## src/rtl/mem_port_arbiter_if.sv

```systemverilog
// mem_port_arbiter_if
//
// Bundles the two requester ports (instruction fetch, data bus) and the
// shared single-port SRAM port of mem_port_arbiter.
//
// Ports / signals:
//   fetch  : if_req_i, if_addr_i -> if_ack_o, if_rdata_o
//   data   : d_req_i, d_we_i, d_addr_i, d_wdata_i, d_sel_i
//            -> d_ack_o, d_err_o, d_rdata_o, d_busy_o
//   sram   : sram_ce_o, sram_we_o, sram_addr_o, sram_wdata_o <- sram_rdata_i
//
// Modports:
//   slave  : the arbiter side (consumes requests, drives the SRAM)
//   master : the environment side (requesters plus the SRAM macro)

interface mem_port_arbiter_if #(
    parameter int XLEN   = 32,
    parameter int MEM_AW = 12
) ();

    logic              if_req_i;
    logic [XLEN-1:0]   if_addr_i;
    logic              if_ack_o;
    logic [XLEN-1:0]   if_rdata_o;

    logic              d_req_i;
    logic              d_we_i;
    logic [XLEN-1:0]   d_addr_i;
    logic [XLEN-1:0]   d_wdata_i;
    logic [3:0]        d_sel_i;
    logic              d_ack_o;
    logic              d_err_o;
    logic [XLEN-1:0]   d_rdata_o;
    logic              d_busy_o;

    logic              sram_ce_o;
    logic              sram_we_o;
    logic [MEM_AW-1:0] sram_addr_o;
    logic [XLEN-1:0]   sram_wdata_o;
    logic [XLEN-1:0]   sram_rdata_i;

    modport slave (
        input  if_req_i, if_addr_i,
        input  d_req_i, d_we_i, d_addr_i, d_wdata_i, d_sel_i,
        input  sram_rdata_i,
        output if_ack_o, if_rdata_o,
        output d_ack_o, d_err_o, d_rdata_o, d_busy_o,
        output sram_ce_o, sram_we_o, sram_addr_o, sram_wdata_o
    );

    modport master (
        output if_req_i, if_addr_i,
        output d_req_i, d_we_i, d_addr_i, d_wdata_i, d_sel_i,
        output sram_rdata_i,
        input  if_ack_o, if_rdata_o,
        input  d_ack_o, d_err_o, d_rdata_o, d_busy_o,
        input  sram_ce_o, sram_we_o, sram_addr_o, sram_wdata_o
    );

endinterface

```

## src/rtl/mem_port_arbiter.sv

```systemverilog
// mem_port_arbiter
//
// Shares one single-port synchronous SRAM between the instruction-fetch port
// and the data-bus port. One requester is served at a time; on contention the
// port that was not granted last wins. Full-word stores write directly, byte
// and aligned-halfword stores run as read-then-write, any other store lane
// mask is rejected with d_err_o and never reaches the SRAM.
//
// Ports:
//   clk    : clock
//   rst_n  : asynchronous active-low reset; all outputs forced to 0 while low
//   bus    : mem_port_arbiter_if.slave (fetch port, data port, SRAM port)
//
// State | meaning
// ------+---------------------------------------------------------------
// IDLE  | sample requests, arbitrate, issue first SRAM cycle of a grant
// IF_RD | fetch read data returning, pulse if_ack_o
// D_RD  | load read data returning, pulse d_ack_o
// D_RMW | partial store: old word returning, write merged word
// D_WACK| store complete (or rejected), pulse d_ack_o / d_err_o

module mem_port_arbiter #(
    parameter int XLEN   = 32,
    parameter int MEM_AW = 12
) (
    input  logic                clk,
    input  logic                rst_n,
    mem_port_arbiter_if.slave   bus
);

    typedef enum logic [2:0] {
        IDLE   = 3'd0,
        IF_RD  = 3'd1,
        D_RD   = 3'd2,
        D_RMW  = 3'd3,
        D_WACK = 3'd4
    } state_t;

    state_t            state_q, state_d;
    logic              last_grant_data_q, last_grant_data_d;
    logic              err_q, err_d;
    logic              capture;

    logic [MEM_AW-1:0] addr_q;
    logic [XLEN-1:0]   wdata_q;
    logic [3:0]        sel_q;

    logic              grant_if;
    logic              grant_d;
    logic [MEM_AW-1:0] if_word_addr;
    logic [MEM_AW-1:0] d_word_addr;

    logic              ce, we;
    logic [MEM_AW-1:0] addr;
    logic [XLEN-1:0]   wdata;
    logic              if_ack, d_ack, d_err, d_busy;
    logic [XLEN-1:0]   if_rdata, d_rdata;

    // Byte-lane bits and address bits above the SRAM range are don't-care.
    logic              unused_addr_bits;
    assign unused_addr_bits = ^{bus.if_addr_i[1:0], bus.if_addr_i[XLEN-1:MEM_AW+2],
                                bus.d_addr_i[1:0],  bus.d_addr_i[XLEN-1:MEM_AW+2]};

    assign if_word_addr = bus.if_addr_i[MEM_AW+1:2];
    assign d_word_addr  = bus.d_addr_i[MEM_AW+1:2];

    // Fetch wins unless data is also asking and fetch was served last.
    assign grant_if = bus.if_req_i && (!bus.d_req_i || last_grant_data_q);
    assign grant_d  = bus.d_req_i && !grant_if;

    // Lane masks the SRAM can emulate with one read and one write.
    function automatic logic sel_is_partial(input logic [3:0] sel);
        logic ok;
        case (sel)
            4'b0001, 4'b0010, 4'b0100, 4'b1000,
            4'b0011, 4'b1100: ok = 1'b1;
            default:          ok = 1'b0;
        endcase
        return ok;
    endfunction

    function automatic logic [XLEN-1:0] merge_lanes(
        input logic [XLEN-1:0] new_word,
        input logic [XLEN-1:0] old_word,
        input logic [3:0]      sel
    );
        logic [XLEN-1:0] m;
        m = old_word;
        for (int k = 0; k < 4; k++) begin
            if (sel[k]) begin
                m[8*k +: 8] = new_word[8*k +: 8];
            end
        end
        return m;
    endfunction

    always_ff @(posedge clk or negedge rst_n) begin
        if (!rst_n) begin
            state_q           <= IDLE;
            last_grant_data_q <= 1'b1;
            err_q             <= 1'b0;
            addr_q            <= '0;
            wdata_q           <= '0;
            sel_q             <= '0;
        end else begin
            state_q           <= state_d;
            last_grant_data_q <= last_grant_data_d;
            err_q             <= err_d;
            if (capture) begin
                addr_q  <= d_word_addr;
                wdata_q <= bus.d_wdata_i;
                sel_q   <= bus.d_sel_i;
            end
        end
    end

    always_comb begin
        state_d           = state_q;
        last_grant_data_d = last_grant_data_q;
        err_d             = err_q;
        capture           = 1'b0;
        ce                = 1'b0;
        we                = 1'b0;
        addr              = '0;
        wdata             = '0;
        if_ack            = 1'b0;
        if_rdata          = '0;
        d_ack             = 1'b0;
        d_err             = 1'b0;
        d_rdata           = '0;
        d_busy            = 1'b0;

        case (state_q)
            IDLE: begin
                if (grant_if) begin
                    last_grant_data_d = 1'b0;
                    ce                = 1'b1;
                    addr              = if_word_addr;
                    state_d           = IF_RD;
                end else if (grant_d) begin
                    last_grant_data_d = 1'b1;
                    capture           = 1'b1;
                    if (!bus.d_we_i) begin
                        ce      = 1'b1;
                        addr    = d_word_addr;
                        state_d = D_RD;
                    end else begin
                        d_busy = 1'b1;
                        if (bus.d_sel_i == 4'b1111) begin
                            ce      = 1'b1;
                            we      = 1'b1;
                            addr    = d_word_addr;
                            wdata   = bus.d_wdata_i;
                            state_d = D_WACK;
                        end else if (sel_is_partial(bus.d_sel_i)) begin
                            // read phase of the read-modify-write
                            ce      = 1'b1;
                            addr    = d_word_addr;
                            state_d = D_RMW;
                        end else begin
                            err_d   = 1'b1;
                            state_d = D_WACK;
                        end
                    end
                end
            end

            IF_RD: begin
                if_ack   = 1'b1;
                if_rdata = bus.sram_rdata_i;
                state_d  = IDLE;
            end

            D_RD: begin
                d_ack   = 1'b1;
                d_rdata = bus.sram_rdata_i;
                state_d = IDLE;
            end

            D_RMW: begin
                d_busy  = 1'b1;
                ce      = 1'b1;
                we      = 1'b1;
                addr    = addr_q;
                wdata   = merge_lanes(wdata_q, bus.sram_rdata_i, sel_q);
                state_d = D_WACK;
            end

            D_WACK: begin
                d_ack   = 1'b1;
                d_err   = err_q;
                err_d   = 1'b0;
                state_d = IDLE;
            end

            default: begin
                state_d = IDLE;
            end
        endcase
    end

    // Outputs are gated by rst_n so they drop to 0 the moment reset asserts,
    // which also suppresses an in-flight SRAM write before its clock edge.
    assign bus.sram_ce_o    = rst_n & ce;
    assign bus.sram_we_o    = rst_n & we;
    assign bus.sram_addr_o  = {MEM_AW{rst_n}} & addr;
    assign bus.sram_wdata_o = {XLEN{rst_n}} & wdata;
    assign bus.if_ack_o     = rst_n & if_ack;
    assign bus.if_rdata_o   = {XLEN{rst_n}} & if_rdata;
    assign bus.d_ack_o      = rst_n & d_ack;
    assign bus.d_err_o      = rst_n & d_err;
    assign bus.d_rdata_o    = {XLEN{rst_n}} & d_rdata;
    assign bus.d_busy_o     = rst_n & d_busy;

endmodule
```

## src/flat_wrapper.sv

```systemverilog
// flat-port wrapper written by rule: the top's interface ports become plain ports
module mem_port_arbiter_flat 
#(
    parameter int XLEN   = 32,
    parameter int MEM_AW = 12
)
  (clk, rst_n, bus_if_req_i, bus_if_addr_i, bus_d_req_i, bus_d_we_i, bus_d_addr_i, bus_d_wdata_i, bus_d_sel_i, bus_sram_rdata_i, bus_if_ack_o, bus_if_rdata_o, bus_d_ack_o, bus_d_err_o, bus_d_rdata_o, bus_d_busy_o, bus_sram_ce_o, bus_sram_we_o, bus_sram_addr_o, bus_sram_wdata_o);
  mem_port_arbiter_if #(.XLEN(XLEN), .MEM_AW(MEM_AW)) bus_i ();
  input  logic clk;
  input  logic rst_n;
  input wire logic [$bits(bus_i.if_req_i)-1:0] bus_if_req_i;
  input wire logic [$bits(bus_i.if_addr_i)-1:0] bus_if_addr_i;
  input wire logic [$bits(bus_i.d_req_i)-1:0] bus_d_req_i;
  input wire logic [$bits(bus_i.d_we_i)-1:0] bus_d_we_i;
  input wire logic [$bits(bus_i.d_addr_i)-1:0] bus_d_addr_i;
  input wire logic [$bits(bus_i.d_wdata_i)-1:0] bus_d_wdata_i;
  input wire logic [$bits(bus_i.d_sel_i)-1:0] bus_d_sel_i;
  input wire logic [$bits(bus_i.sram_rdata_i)-1:0] bus_sram_rdata_i;
  output wire logic [$bits(bus_i.if_ack_o)-1:0] bus_if_ack_o;
  output wire logic [$bits(bus_i.if_rdata_o)-1:0] bus_if_rdata_o;
  output wire logic [$bits(bus_i.d_ack_o)-1:0] bus_d_ack_o;
  output wire logic [$bits(bus_i.d_err_o)-1:0] bus_d_err_o;
  output wire logic [$bits(bus_i.d_rdata_o)-1:0] bus_d_rdata_o;
  output wire logic [$bits(bus_i.d_busy_o)-1:0] bus_d_busy_o;
  output wire logic [$bits(bus_i.sram_ce_o)-1:0] bus_sram_ce_o;
  output wire logic [$bits(bus_i.sram_we_o)-1:0] bus_sram_we_o;
  output wire logic [$bits(bus_i.sram_addr_o)-1:0] bus_sram_addr_o;
  output wire logic [$bits(bus_i.sram_wdata_o)-1:0] bus_sram_wdata_o;
  assign bus_i.if_req_i = bus_if_req_i;
  assign bus_i.if_addr_i = bus_if_addr_i;
  assign bus_i.d_req_i = bus_d_req_i;
  assign bus_i.d_we_i = bus_d_we_i;
  assign bus_i.d_addr_i = bus_d_addr_i;
  assign bus_i.d_wdata_i = bus_d_wdata_i;
  assign bus_i.d_sel_i = bus_d_sel_i;
  assign bus_i.sram_rdata_i = bus_sram_rdata_i;
  assign bus_if_ack_o = bus_i.if_ack_o;
  assign bus_if_rdata_o = bus_i.if_rdata_o;
  assign bus_d_ack_o = bus_i.d_ack_o;
  assign bus_d_err_o = bus_i.d_err_o;
  assign bus_d_rdata_o = bus_i.d_rdata_o;
  assign bus_d_busy_o = bus_i.d_busy_o;
  assign bus_sram_ce_o = bus_i.sram_ce_o;
  assign bus_sram_we_o = bus_i.sram_we_o;
  assign bus_sram_addr_o = bus_i.sram_addr_o;
  assign bus_sram_wdata_o = bus_i.sram_wdata_o;
  mem_port_arbiter #(.XLEN(XLEN), .MEM_AW(MEM_AW)) u_core (.clk(clk), .rst_n(rst_n), .bus(bus_i));
endmodule
```

## config.mk

```make
export PLATFORM = sky130hd
export DESIGN_NAME = mem_port_arbiter_flat
export DESIGN_NICKNAME = d
export VERILOG_FILES = /design/src/rtl/mem_port_arbiter_if.sv /design/src/rtl/mem_port_arbiter.sv /design/src/flat_wrapper.sv
export SDC_FILE = /design/constraint.sdc
export NUM_CORES = 1
export LEC_CHECK = 0
export BUFFER_PORTS_ARGS = -buffer_cell sky130_fd_sc_hd__buf_4
export CAP_MARGIN = 20
export CELL_PAD_IN_SITES_DETAIL_PLACEMENT = 2
export CELL_PAD_IN_SITES_GLOBAL_PLACEMENT = 2
export CORE_UTILIZATION = 24
export DETAILED_ROUTE_END_ITERATION = 8
export PLACE_DENSITY = 0.87
export SLEW_MARGIN = 10
export SYNTH_ARGS = -nofsm -noshare
export SYNTH_HDL_FRONTEND = slang
export SYNTH_SLANG_ARGS = --single-unit
```

## constraint.sdc

```tcl
create_clock -name clk -period 2 [get_ports clk]
set_input_delay 0.1 -clock clk [delete_from_list [all_inputs] [get_ports clk]]
set_output_delay 0.1 -clock clk [all_outputs]
set_load 0.05 [all_outputs]
```

* After elaboration in Yosys (flattened, before gate mapping) *
Index checks and enable logic that the tools add are counted.

cells by class
  equal/unequal tests = 17
  muxes and demuxes = 58
  bitwise gates (word level) = 10
  reduce and logical (&&, ||, !) cells = 12

operator list
  operator            number
  $mux 32             6
  $and 32x32->32      3
  $pmux 32 s2         1
  $mux 12             5
  $mux 8              4
  $mux 1              31
  $pmux 12 s2         1
  $mux 3              5
  $and 12x12->12      1
  $eq 4x4->1 const B  3
  $eq 4x2->1 const B  2
  $ne 2x2->1 const B  4
  $pmux 1 s2          4
  $and 1x1->1         6
  $eq 3x2->1 const B  2
  $pmux 3 s2          1
  $reduce_and 6->1    1
  $reduce_or 6->1     1
  $eq 4x1->1 const B  1
  $eq 4x3->1 const B  1
  $reduce_bool 2->1   2
  $eq 3x1->1 const B  1
  $eq 3x3->1 const B  1
  $logic_not 3->1     1
  7 further kinds     9

word-level totals
  flip-flop bits (word level) = 53
  input bits = 137
  logic and storage cells = 103

* Depth between registers and ports, before layout *
Gate-level depths: netlist of run 1.

  depth in word-level cells = 15
  gate-level depth with buffers = 7
  gate-level depth less buffers = 4

* Worst setup path before layout of run 1 *
No wires, ideal clock.

  path kind = register -> output
  start point = register u_core.state_q[0]
  end point = output port bus_sram_wdata_o[0]
  arrival = 2.112 ns
  required time = 1.900 ns
  path slack = -0.212 ns
  cell stages (with the launch flop) = 7
  cells stage by stage = dfrtp_1 buf_6 xor2_1 or3_4 or2_1 buf_6 o2bb2ai_1

on the way
  word-level cells in the longest chain between the ends = 3
  elaborated cells on any way between the ends = 4

RTL lines
  item                                           line                     RTL
  start: declaration                             mem_port_arbiter.sv:39   state_t state_q, state_d;
  start signal: assignment                       mem_port_arbiter.sv:106  state_q <= state_d;
  $eq 3x2->1 or $logic_not 3->1 (tied branches)  mem_port_arbiter.sv:133  case (state_q)
  $pmux 32 s2 *                                  mem_port_arbiter.sv:133
  $and 32x32->32 *                               mem_port_arbiter.sv:207  assign bus.sram_wdata_o = {XLEN{rst_n}} & wdata;
  end: declaration                               flat_wrapper.sv:28       output wire logic [$bits(bus_i.sram_wdata_o)-1:0] bus_sram_wdata_o;

Every way passes the cells marked *; elsewhere a longest branch is shown, timed or not.

* Final worst setup path of run 1 *
  start point = register u_core.state_q[0]
  end point = output port bus_sram_wdata_o[19]

Same word-level chain as after synthesis.

==> results.yml, run 1 <==
status:
  status: "complete, but fails checks"
  violations: "negative setup slack"
logic_synthesis:
  synth-seq-area-share_pct: 35.23
  ys.flop_type: "dfrtp_1"
  synth_top_area_share_pct: 34.53
  synthCells: 331
  synthArstFlopShare_pct: 100.0
  syn_area_per_cell_um2: 11.39
  synth_edf_count: 0
  synth_top_area_cell: "dfrtp_1"
  ys_ff_latch: 53
  yosys_warnings: 0
  syn_area_mm2: 0.003769
  syn_nets: 468
  yosys-top-cells-area: "dfrtp_1 (35%), mux2_2 (14%), o2bb2ai_2 (12%)"
  synth_cell_type_count: 37
  synthTopCellsByCount: "and2_1 (64), dfrtp_1 (52), mux2_2 (48), mux2i_1 (32), o2bb2ai_2 (30)"
  yosysMostFrequentCell: "and2_1"
clock_tree:
  clockRootBuffer: "clkbuf_16"
  cts_tree: "yes"
  clk_path_buf_depth: 2
  clk_latency_ns: 0.31
  numClockSinks: 53
  postCtsHoldBufs: 0
  htreeDepth: 2
  cts-buffers-inserted: 5
  clkTransAtPathRegs_ns: 0.08
floorplan:
  start_util_pct: 24.70
  num_rows: 45
  boundaryPins: 251
  dieWidth_um: 127.3
  die_y_um: 127.3
  core-area_mm2: 0.01526
  dieArea_mm2: 0.01621
global_routing:
  antenna_found_initial: 0
  grt_pass1_wl_um: 23870
  grt_use_total_pct: 19.21
  overflow: 0
  first_global_vias: 4114
  grt_max_degree: 56
power:
  power_mw: 6.639
  ir_drop_uv: 440.5
  power_leakage_nw: 3.137
  cellPowerDensity_mw_per_mm2: 938.2
placement:
  gp_congestion: 0.7430
  post-place-ws_ns: -0.05123
  io_buffers: 210
  dp_hpwl_um: 11180
setup_path:
  critPathCaptureType: "output port"
  critical_path.max_stage_delay_ns: 0.41
  path_class: "register to output port"
  worst-path-max-fanout: 8
  arrival_ns: 2.15
  rr_worst_depth: 5
  crit_chain: "xor2_1 -> or3_4 -> or2_4 -> buf_12 -> o2bb2ai_4 -> buf_6"
  cp-start-kind: "register"
  cp_data_required_time_ns: 1.90
  crit_start: "u_core.state_q[0]"
  r2r-start: "u_core.last_grant_data_q"
  cpMaxStageDelayCell: "dfrtp_1"
timing:
  fin_crit_sh_pct: 112.7
  fin_crit_ns: 2.253
  max_freq_ghz: 0.4438
  rsz0062_at_grt: "yes"
  setup_slack_ns: -0.2531
  skew_ns: 0.008628
  hold_viol: 0
  hold-worst-slack_ns: 0.004559
  slew_headroom_pct: 47.82
  setup_violations: 44
  worst_pin_slew_ns: 0.7827
  drv_slew: 0
detailed_routing:
  drt_pass1_iterations: 4
  vias: 3655
  via_per_inst: 4.722
  drc_errors: 0
  totalWireLength_um: 16250
  routedWlPerCell_um: 21.00
  drt_iter0_drc: 48
  ant_nets: 0
hold_path:
  hold_class: "input pin to async pin"
run:
  maxCapViolCount: 0
final_layout:
  drive_gt1_share_pct: 65.90
  diodes: 0
  nets: 699
  syn2layout_area_growth_pct: 87.75
## metal layers
| metal | up-vias | share of wire (%) | global-route usage, % |
|---|---|---|---|
| li1 | 1664 | - | - |
| met1 | 1854 | 39 | 21.86 |
| met2 | 129 | 55 | 36.74 |
| met3 | 8 | 5.3 | 3.936 |
| met4 | 0 | 0.61 | 3.782 |
| met5 | - | 0 | 0 |
## sequential cells by signal, summed over array words and instances, names as in the netlist
signal	flops
u_core.wdata_q	32
u_core.addr_q	12
u_core.sel_q	4
u_core.err_q	1
u_core.state_q	3
u_core.last_grant_data_q	1
## layout make-up
class,count,area [µm²]
Inverter,4,15.01
Multi-Input combinational cell,245,2838
Clock buffer,5,125.1
Fill cell,1515,8183
Sequential cell,53,1328
Clock inverter,3,22.52
Timing Repair Buffer,253,2484
Tap cell,211,264.0
## power breakdown
| group | switching, mW | internal (mW) | leakage, nW | total, mW |
|---|---|---|---|---|
| Combinational | 1.94 | 1.66 | 2.45 | 3.61 |
| Clock | 0.449 | 0.466 | 0.0621 | 0.915 |
| Sequential | 0.505 | 1.61 | 0.626 | 2.12 |
## cells in the final DEF, fill, tap and decap left out, types with 3 or more instances in the layout
cell          n
buf_6        53
a22oi_1      12
clkbuf_16     5
buf_4       156
dfrtp_1      52
nand2_1       5
buf_12       14
mux2_2       48
o2bb2ai_4    35
mux2i_1      32
and2_1       62
o2bb2ai_2    10
buf_8        28
o21ai_0       5
nor2_1        6
clkinvlp_4    3
inv_1         3
nor3_4        3
## critical path: cells and delay by family, from the launching register on
kind / cells / cell delay, ns
AO/OA/AOI/OAI: 1 / 0.12
buffers and inverters: 2 / 0.37
AND/OR/NAND/NOR: 2 / 0.74
flip-flops: 1 / 0.41
XOR/XNOR: 1 / 0.19
## what timing repair did
action	CTS	global route
gates resized for setup	84	61
buffers inserted	9	4
pin swaps	5	5
cloned	3	4
endpoints found under the setup margin	78	108
## final timing paths
check                                       end  slack, ns
setup / recovery           bus_sram_wdata_o[19]      -0.25
hold / removal                u_core.state_q[0]      0.005
setup reg to reg             u_core.wdata_q[11]       0.22
hold reg to reg               u_core.wdata_q[1]       0.51
max in group asynchronous    u_core.wdata_q[27]       1.49
min in group clk              u_core.state_q[1]       0.01
## logic make-up (layout without fill, tap and decap cells)
logic type / Yosys count / count (layout) / synth area share, %
buffers and inverters: 34 / 265 / 6.075
and+or+nand+nor: 90 / 90 / 14.77
AOI/OAI and AO/OA: 71 / 72 / 20.39
DFF: 53 / 53 / 35.23
muxes: 80 / 80 / 22.84
xor gates and xnor gates: 3 / 3 / 0.6973
## stage by stage
step | setup TNS, ns | instances | utilization [%] | cell area [µm²]
2_1_floorplan | -0.5320 | 331 | - | 4202
3_3_place_gp | -0.02984 | 747 | 40.51 | 6181
3_5_place_dp | -0.4131 | 747 | 40.51 | 6181
4_1_cts | -10.86 | 767 | 44.31 | 6761
5_1_grt | -13.52 | 774 | 46.37 | 7076
6_report | -9.357 | 774 | 46.37 | 7076
(Power assumes the default switching activity.)
==> run 2: changes to the inputs <==
- CELL_PAD_IN_SITES_DETAIL_PLACEMENT: 2 -> not set
- CELL_PAD_IN_SITES_GLOBAL_PLACEMENT: 2 -> not set
- CORE_AREA: not set -> 2 2 97 99
- CORE_UTILIZATION: 24 -> not set
- DIE_AREA: not set -> 0 0 99 101
- SLEW_MARGIN: 10 -> 40
==> run 2 against run 1 <==
  * The run still ends with negative setup slack left
  * Critical path depth increased by 1
  * Sequential share of layout area decreased by 0.76 points
  * Clock skew grew 0.019 ns
  * Largest cell class unchanged
  * Largest power group unchanged
==> results.yml, run 2 (synthesis results as in run 1) <==
floorplan:
  dieWidth_um: 99
  start_util_pct: 41.98
  dieArea_mm2: 0.009999
  core-area_mm2: 0.008977
  num_rows: 35
  die_y_um: 101
  boundaryPins: 251
global_routing:
  first_global_vias: 3803
  grt_pass1_wl_um: 20710
  antenna_found_initial: 0
  grt_use_total_pct: 26.34
  grt_max_degree: 56
  overflow: 0
power:
  p_comb_share_pct: 56.1
  switching_share_pct: 43.57
  cellPowerDensity_mw_per_mm2: 947.9
  pwr-share-clk_pct: 13.1
  ir_drop_uv: 798.7
  power_leakage_nw: 3.275
  seqPwrFrac_pct: 30.8
  switching_power_mw: 3.049
  p_int_mw: 3.949
setup_path:
  arrival_ns: 2.25
  crit_path_end: "bus_sram_wdata_o[31]"
  rr_worst_depth: 5
  crit_chain: "xor2_1 -> or3_4 -> nor3_4 -> buf_6 -> buf_12 -> o2bb2ai_1 -> buf_4"
  path_class: "register to output port"
  rrSetupSlack_ns: 0.12
  critPathCaptureType: "output port"
  critical_path.max_stage_delay_ns: 0.44
  cp-start-kind: "register"
  cpMaxStageDelayCell: "dfrtp_1"
  worst-path-max-fanout: 5
  worst_r2r_endpoint: "u_core.wdata_q[28]"
  crit_cells: 7
  cp_data_required_time_ns: 1.90
  critPathTopFamily: "simple AND/OR/NAND/NOR gates"
  crit_start: "u_core.state_q[1]"
  crit_buf_inv: 3
  r2r-start: "u_core.last_grant_data_q"
placement:
  placed_cells: 642
  dp_hpwl_um: 8440
  placedInstanceArea_mm2: 0.005931
  gp_congestion: 0.7749
  io_buffers: 210
detailed_routing:
  drt_iter0_drc: 197
  routedWlPerCell_um: 24.51
  drc_errors: 0
  via_per_inst: 5.774
  vias: 3903
  drt_pass1_iterations: 4
  ant_nets: 0
  totalWireLength_um: 16570
hold_path:
  hold_class: "input pin to register"
timing:
  drv_slew: 0
  fin_crit_sh_pct: 117.4
  skew_ns: 0.02788
  rsz0062_at_grt: "yes"
  slew_headroom_pct: 59.59
  worst_pin_slew_ns: 0.5998
  tns_ns: -17.63
  max_freq_ghz: 0.4258
  setup_slack_ns: -0.3484
  hold_viol: 0
  setup_violations: 93
  fin_crit_ns: 2.348
final_layout:
  drive_gt1_share_pct: 71.15
  fillers: 436
  final_cell_count_no_fill: 676
  finalCoreUtilization_pct: 82.23
  regMostFlops: "u_core.wdata_q"
  final_common_cell: "buf_4"
  diodes: 0
  largest_register_ffs: 32
  fin_area_mm2: 0.007382
  final_cell_mix: "buf_4 (113), buf_6 (72), buf_8 (58)"
  nets: 701
  syn2layout_area_growth_pct: 95.88
  reg.largest.list: "u_core.wdata_q (32), u_core.addr_q (12), u_core.sel_q (4)"
clock_tree:
  clk_path_buf_depth: 2
  clkTransAtPathRegs_ns: 0.13
  clockRootBuffer: "clkbuf_8"
  numClockSinks: 53
  clk_latency_ns: 0.33
  cts-buffers-inserted: 5
  cts_tree: "yes"
  htreeDepth: 2
status:
  status: "complete, but fails checks"
  violations: "negative setup slack"
run:
  maxCapViolCount: 0
## run 2: cell count changes in the layout (fill, tap and decap cells not counted), sizes merged
cell and change:
inv +1, clkinvlp -3, bufinv +2, dlygate4sd3 +2
## run 2: worst min-delay path by stage
stage,from,endpoint,depth (start not counted),slack [ns]
CTS,bus_d_wdata_i[0],u_core.wdata_q[0],2,0.02
global route,bus_d_addr_i[12],u_core.addr_q[10],2,0.01
detailed placement,bus_d_we_i,u_core.state_q[1],2,0.31
floorplan,rst_n,u_core.addr_q[0],0,-0.20
finish,bus_d_addr_i[12],u_core.addr_q[10],2,0.02
global placement,bus_d_we_i,u_core.state_q[1],2,0.31
## run 2: per-stage QoR
stage / hold WS (ns) / total power, mW / setup slack [ns]
after global placement: 0.3076 / 5.065 / 0.01448
after global routing: 0.01014 / 7.223 / -0.4066
final: 0.02092 / 6.998 / -0.3484
after detailed placement: 0.3125 / 5.204 / -0.02688
after floorplan: -0.1956 / 4.294 / -0.2120
after CTS: 0.02197 / 6.455 / -0.2155
## run 2: power by group through the flow
stage,clock (mW),sequential (mW),combinational [mW]
finish,0.916,2.16,3.93
global placement,0,2.04,3.02
floorplan,0,1.81,2.49
detailed placement,0,2.08,3.12
CTS,0.910,2.05,3.49
global route,0.965,2.19,4.07
## run 2: area by class of cell
type                            instances  area [µm²]  share of cell area (%)
Clock buffer                            5       68.82                  0.9322
Clock inverter                          3       68.82                  0.9322
Inverter                                4       15.01                  0.2034
Multi-Input combinational cell        245        2979                   40.36
Sequential cell                        53        1329                   18.00
Tap cell                              111       138.9                   1.881
Timing Repair Buffer                  255        2783                   37.69
## run 2: per-layer routing
| metal | wire [µm] | track usage, % | part of all wire, % | up-vias |
|---|---|---|---|---|
| met4 | 681 | 4.426 | 4.1 | 0 |
| met1 | 5824 | 31.13 | 35 | 1933 |
| met2 | 8734 | 49.48 | 53 | 244 |
| met3 | 1326 | 5.825 | 8.0 | 48 |
| li1 | - | - | - | 1678 |
| met5 | 0 | 0 | 0 | - |
## run 2: repair_timing
| item | CTS | global route |
|---|---|---|
| gates resized for setup | 164 | 95 |
| pin swaps | 16 | 9 |
| setup buffers | 10 | 4 |
| hold endpoints to repair | 53 | 0 |
| hold buffers | 2 | 0 |
| endpoints found under the setup margin | 65 | 100 |
| cloned | 8 | 4 |
==> run 3: changes to the inputs <==
- ABC_AREA: not set -> 1
- CORE_AREA: 2 2 97 99 -> not set
- CORE_UTILIZATION: not set -> 43
- DIE_AREA: 0 0 99 101 -> not set
- PLACE_DENSITY: 0.87 -> 0.88
==> run 3 against run 2 <==
  * Cell area down 15%
  * Count of clock-buffer cells in the layout is 2 higher
  * Via count increased by 25%
  * Wire length down 18%
  * Sequential power is 9% lower
  * Die area is 7.0% lower
  * Fmax increased by 15%
  * The flow still finishes with violations (negative setup slack)
  * Critical path type unchanged
  * Register-to-register slack better by 0.15 ns
  * Hold slack got worse by 0.021 ns
  * Synthesized cell count grew 85%
  * Largest power group unchanged
  * Synthesized area rose by 1.8%
  * Clock skew fell by 0.021 ns
==> results.yml, run 3 <==
logic_synthesis:
  synthArstFlopShare_pct: 100.0
  synth-seq-area-share_pct: 34.62
  synth_top_area_cell: "dfrtp_1"
  synthCells: 613
  synth_edf_count: 0
  ys_ff_latch: 53
  syn_area_per_cell_um2: 6.256
  syn_area_mm2: 0.003835
  yosysMostFrequentCell: "nand2_1"
  synth_cell_type_count: 28
  synthTopCellsByCount: "nand2_1 (192), nor2_1 (85), inv_1 (72), a21oi_1 (60), dfrtp_1 (52)"
  synth_top_area_share_pct: 33.93
  ys.flop_type: "dfrtp_1"
  yosys_warnings: 0
  syn_nets: 750
  yosys-top-cells-area: "dfrtp_1 (34%), nand2_1 (19%), nor2_1 (8.3%)"
timing:
  skew_ns: 0.007099
  max_freq_ghz: 0.4892
  fin_crit_sh_pct: 102.2
  fin_crit_ns: 2.044
  hold-worst-slack_ns: 0.00003272
  tns_ns: -0.3629
  setup_slack_ns: -0.04416
  setup_violations: 15
  worst_pin_slew_ns: 0.6814
  drv_slew: 0
  slew_headroom_pct: 54.52
  hold_viol: 0
  rsz0062_at_grt: "yes"
detailed_routing:
  drt_pass1_iterations: 7
  drt_iter0_drc: 296
  ant_nets: 0
  via_per_inst: 5.120
  vias: 4869
  totalWireLength_um: 13610
  routedWlPerCell_um: 14.31
  drc_errors: 0
global_routing:
  grt_pass1_wl_um: 19270
  first_global_vias: 4290
  antenna_found_initial: 0
  overflow: 0
  grt_use_total_pct: 26.74
  grt_max_degree: 34
setup_path:
  r2r-start: "u_core.state_q[1]"
  path_class: "register to output port"
  cpMaxStageDelayCell: "dfrtp_1"
  cp_data_required_time_ns: 1.90
  crit_buf_inv: 3
  crit_path_end: "bus_sram_addr_o[11]"
  crit_chain: "nor2_2 -> nand2_2 -> inv_4 -> nand2_8 -> buf_12 -> nor2_2 -> nand2_1 -> a21oi_2 -> buf_6"
  rrSetupSlack_ns: 0.27
  arrival_ns: 1.94
  critPathTopFamily: "simple AND/OR/NAND/NOR gates"
  worst-path-max-fanout: 7
  critPathCaptureType: "output port"
  crit_cells: 9
  cp-start-kind: "register"
  cp_common_cell: "nor2_2"
  critical_path.max_stage_delay_ns: 0.43
  worst_r2r_endpoint: "u_core.state_q[1]"
  rr_worst_depth: 10
  crit_start: "u_core.state_q[1]"
clock_tree:
  cts_tree: "yes"
  htreeDepth: 2
  numClockSinks: 53
  clockRootBuffer: "clkbuf_8"
  clk_latency_ns: 0.31
  cts-buffers-inserted: 5
  clkTransAtPathRegs_ns: 0.09
  clk_path_buf_depth: 2
floorplan:
  dieWidth_um: 96.44
  die_y_um: 96.44
  core-area_mm2: 0.008678
  dieArea_mm2: 0.009300
  start_util_pct: 44.19
  boundaryPins: 251
  num_rows: 34
final_layout:
  final_common_cell: "buf_4"
  reg.largest.list: "u_core.wdata_q (32), u_core.addr_q (12), u_core.sel_q (4)"
  nets: 979
  regMostFlops: "u_core.wdata_q"
  diodes: 0
  largest_register_ffs: 32
  fillers: 675
  final_cell_count_no_fill: 951
  syn2layout_area_growth_pct: 63.46
  drive_gt1_share_pct: 36.65
  final_cell_mix: "buf_4 (211), nand2_1 (189), nor2_1 (81)"
run:
  maxCapViolCount: 0
placement:
  gp_congestion: 0.9004
  dp_hpwl_um: 8758
  io_buffers: 210
  placed_cells: 908
  post-place-ws_ns: 0.1540
power:
  power_leakage_nw: 3.293
  ir_drop_uv: 699.4
  cellPowerDensity_mw_per_mm2: 1031
  power_mw: 6.462
status:
  violations: "negative setup slack"
  status: "complete, but fails checks"
hold_path:
  hold_class: "input pin to register"
## run 3: changes by cell type after synthesis, moves of 35 or more
cell and delta:
nand2_1 +186, inv_1 +69, o21ai_0 +35, mux2_2 -48
and2_1 -64, a21oi_1 +58, nor2_1 +78
## run 3: power by group
| part | switching, mW | total, mW | internal, mW |
|---|---|---|---|
| Combinational | 2.29 | 3.74 | 1.45 |
| Sequential | 0.395 | 1.97 | 1.57 |
| Clock | 0.343 | 0.752 | 0.408 |
## run 3: area by class of cell
type	instances	area (µm²)	share of cell area, %
tap	108	135.1	2.156
sequential	53	1328	21.18
timing repair buffer	262	2236	35.67
multi-input combinational	445	2157	34.41
clock buffer	7	86.33	1.377
inverter	75	296.5	4.731
clock inverter	1	30.03	0.4790
## run 3: cells by family (layout without fill, tap and decap cells)
logic type | Yosys count | after routing | share of synthesized area, %
buf+inv | 115 | 345 | 13.21
flops | 53 | 53 | 34.62
compound gates | 115 | 115 | 17.06
simple gates | 330 | 330 | 35.11
## run 3: repair_timing
action | in CTS | in global routing
gates cloned | 1 | 2
endpoints found under the setup margin | 42 | 46
resized for setup | 5 | 63
setup buffers | 5 | 8
hold buffers | 18 | 1
pin swaps | 0 | 10
hold endpoints to repair | 70 | 1
## run 3: stage by stage
stage | util, % | cell area, µm²
after floorplan | - | 3835
after global placement | 63.28 | 5492
after detailed placement | 63.28 | 5492
after CTS | 67.83 | 5887
after global routing | 72.23 | 6269
final | 72.23 | 6269
## run 3: how the worst min path moves through the flow
stage | start | to | cells past startpoint
3_3_place_gp | rst_n | u_core.addr_q[0] | 1
3_5_place_dp | rst_n | u_core.addr_q[0] | 1
2_1_floorplan | rst_n | u_core.addr_q[0] | 0
5_1_grt | bus_d_wdata_i[20] | u_core.wdata_q[20] | 3
6_report | bus_d_wdata_i[4] | u_core.wdata_q[4] | 3
4_1_cts | bus_d_wdata_i[4] | u_core.wdata_q[4] | 3
## run 3: worst reg2reg max path, stage by stage (launching register included)
cell	delay, ns
dfrtp_1	0.43
nor2_2	0.18
nand2_2	0.10
inv_4	0.11
nand2_8	0.09
clkinv_8	0.10
buf_12	0.14
buf_4	0.12
buf_4	0.20
o21ai_0	0.12
inv_1	0.07
## run 3: routing by layer
layer	wire [µm]	track usage (%)
met5	0	0
met4	264	8.578
met3	989	5.164
met2	7162	49.70
met1	5194	30.73
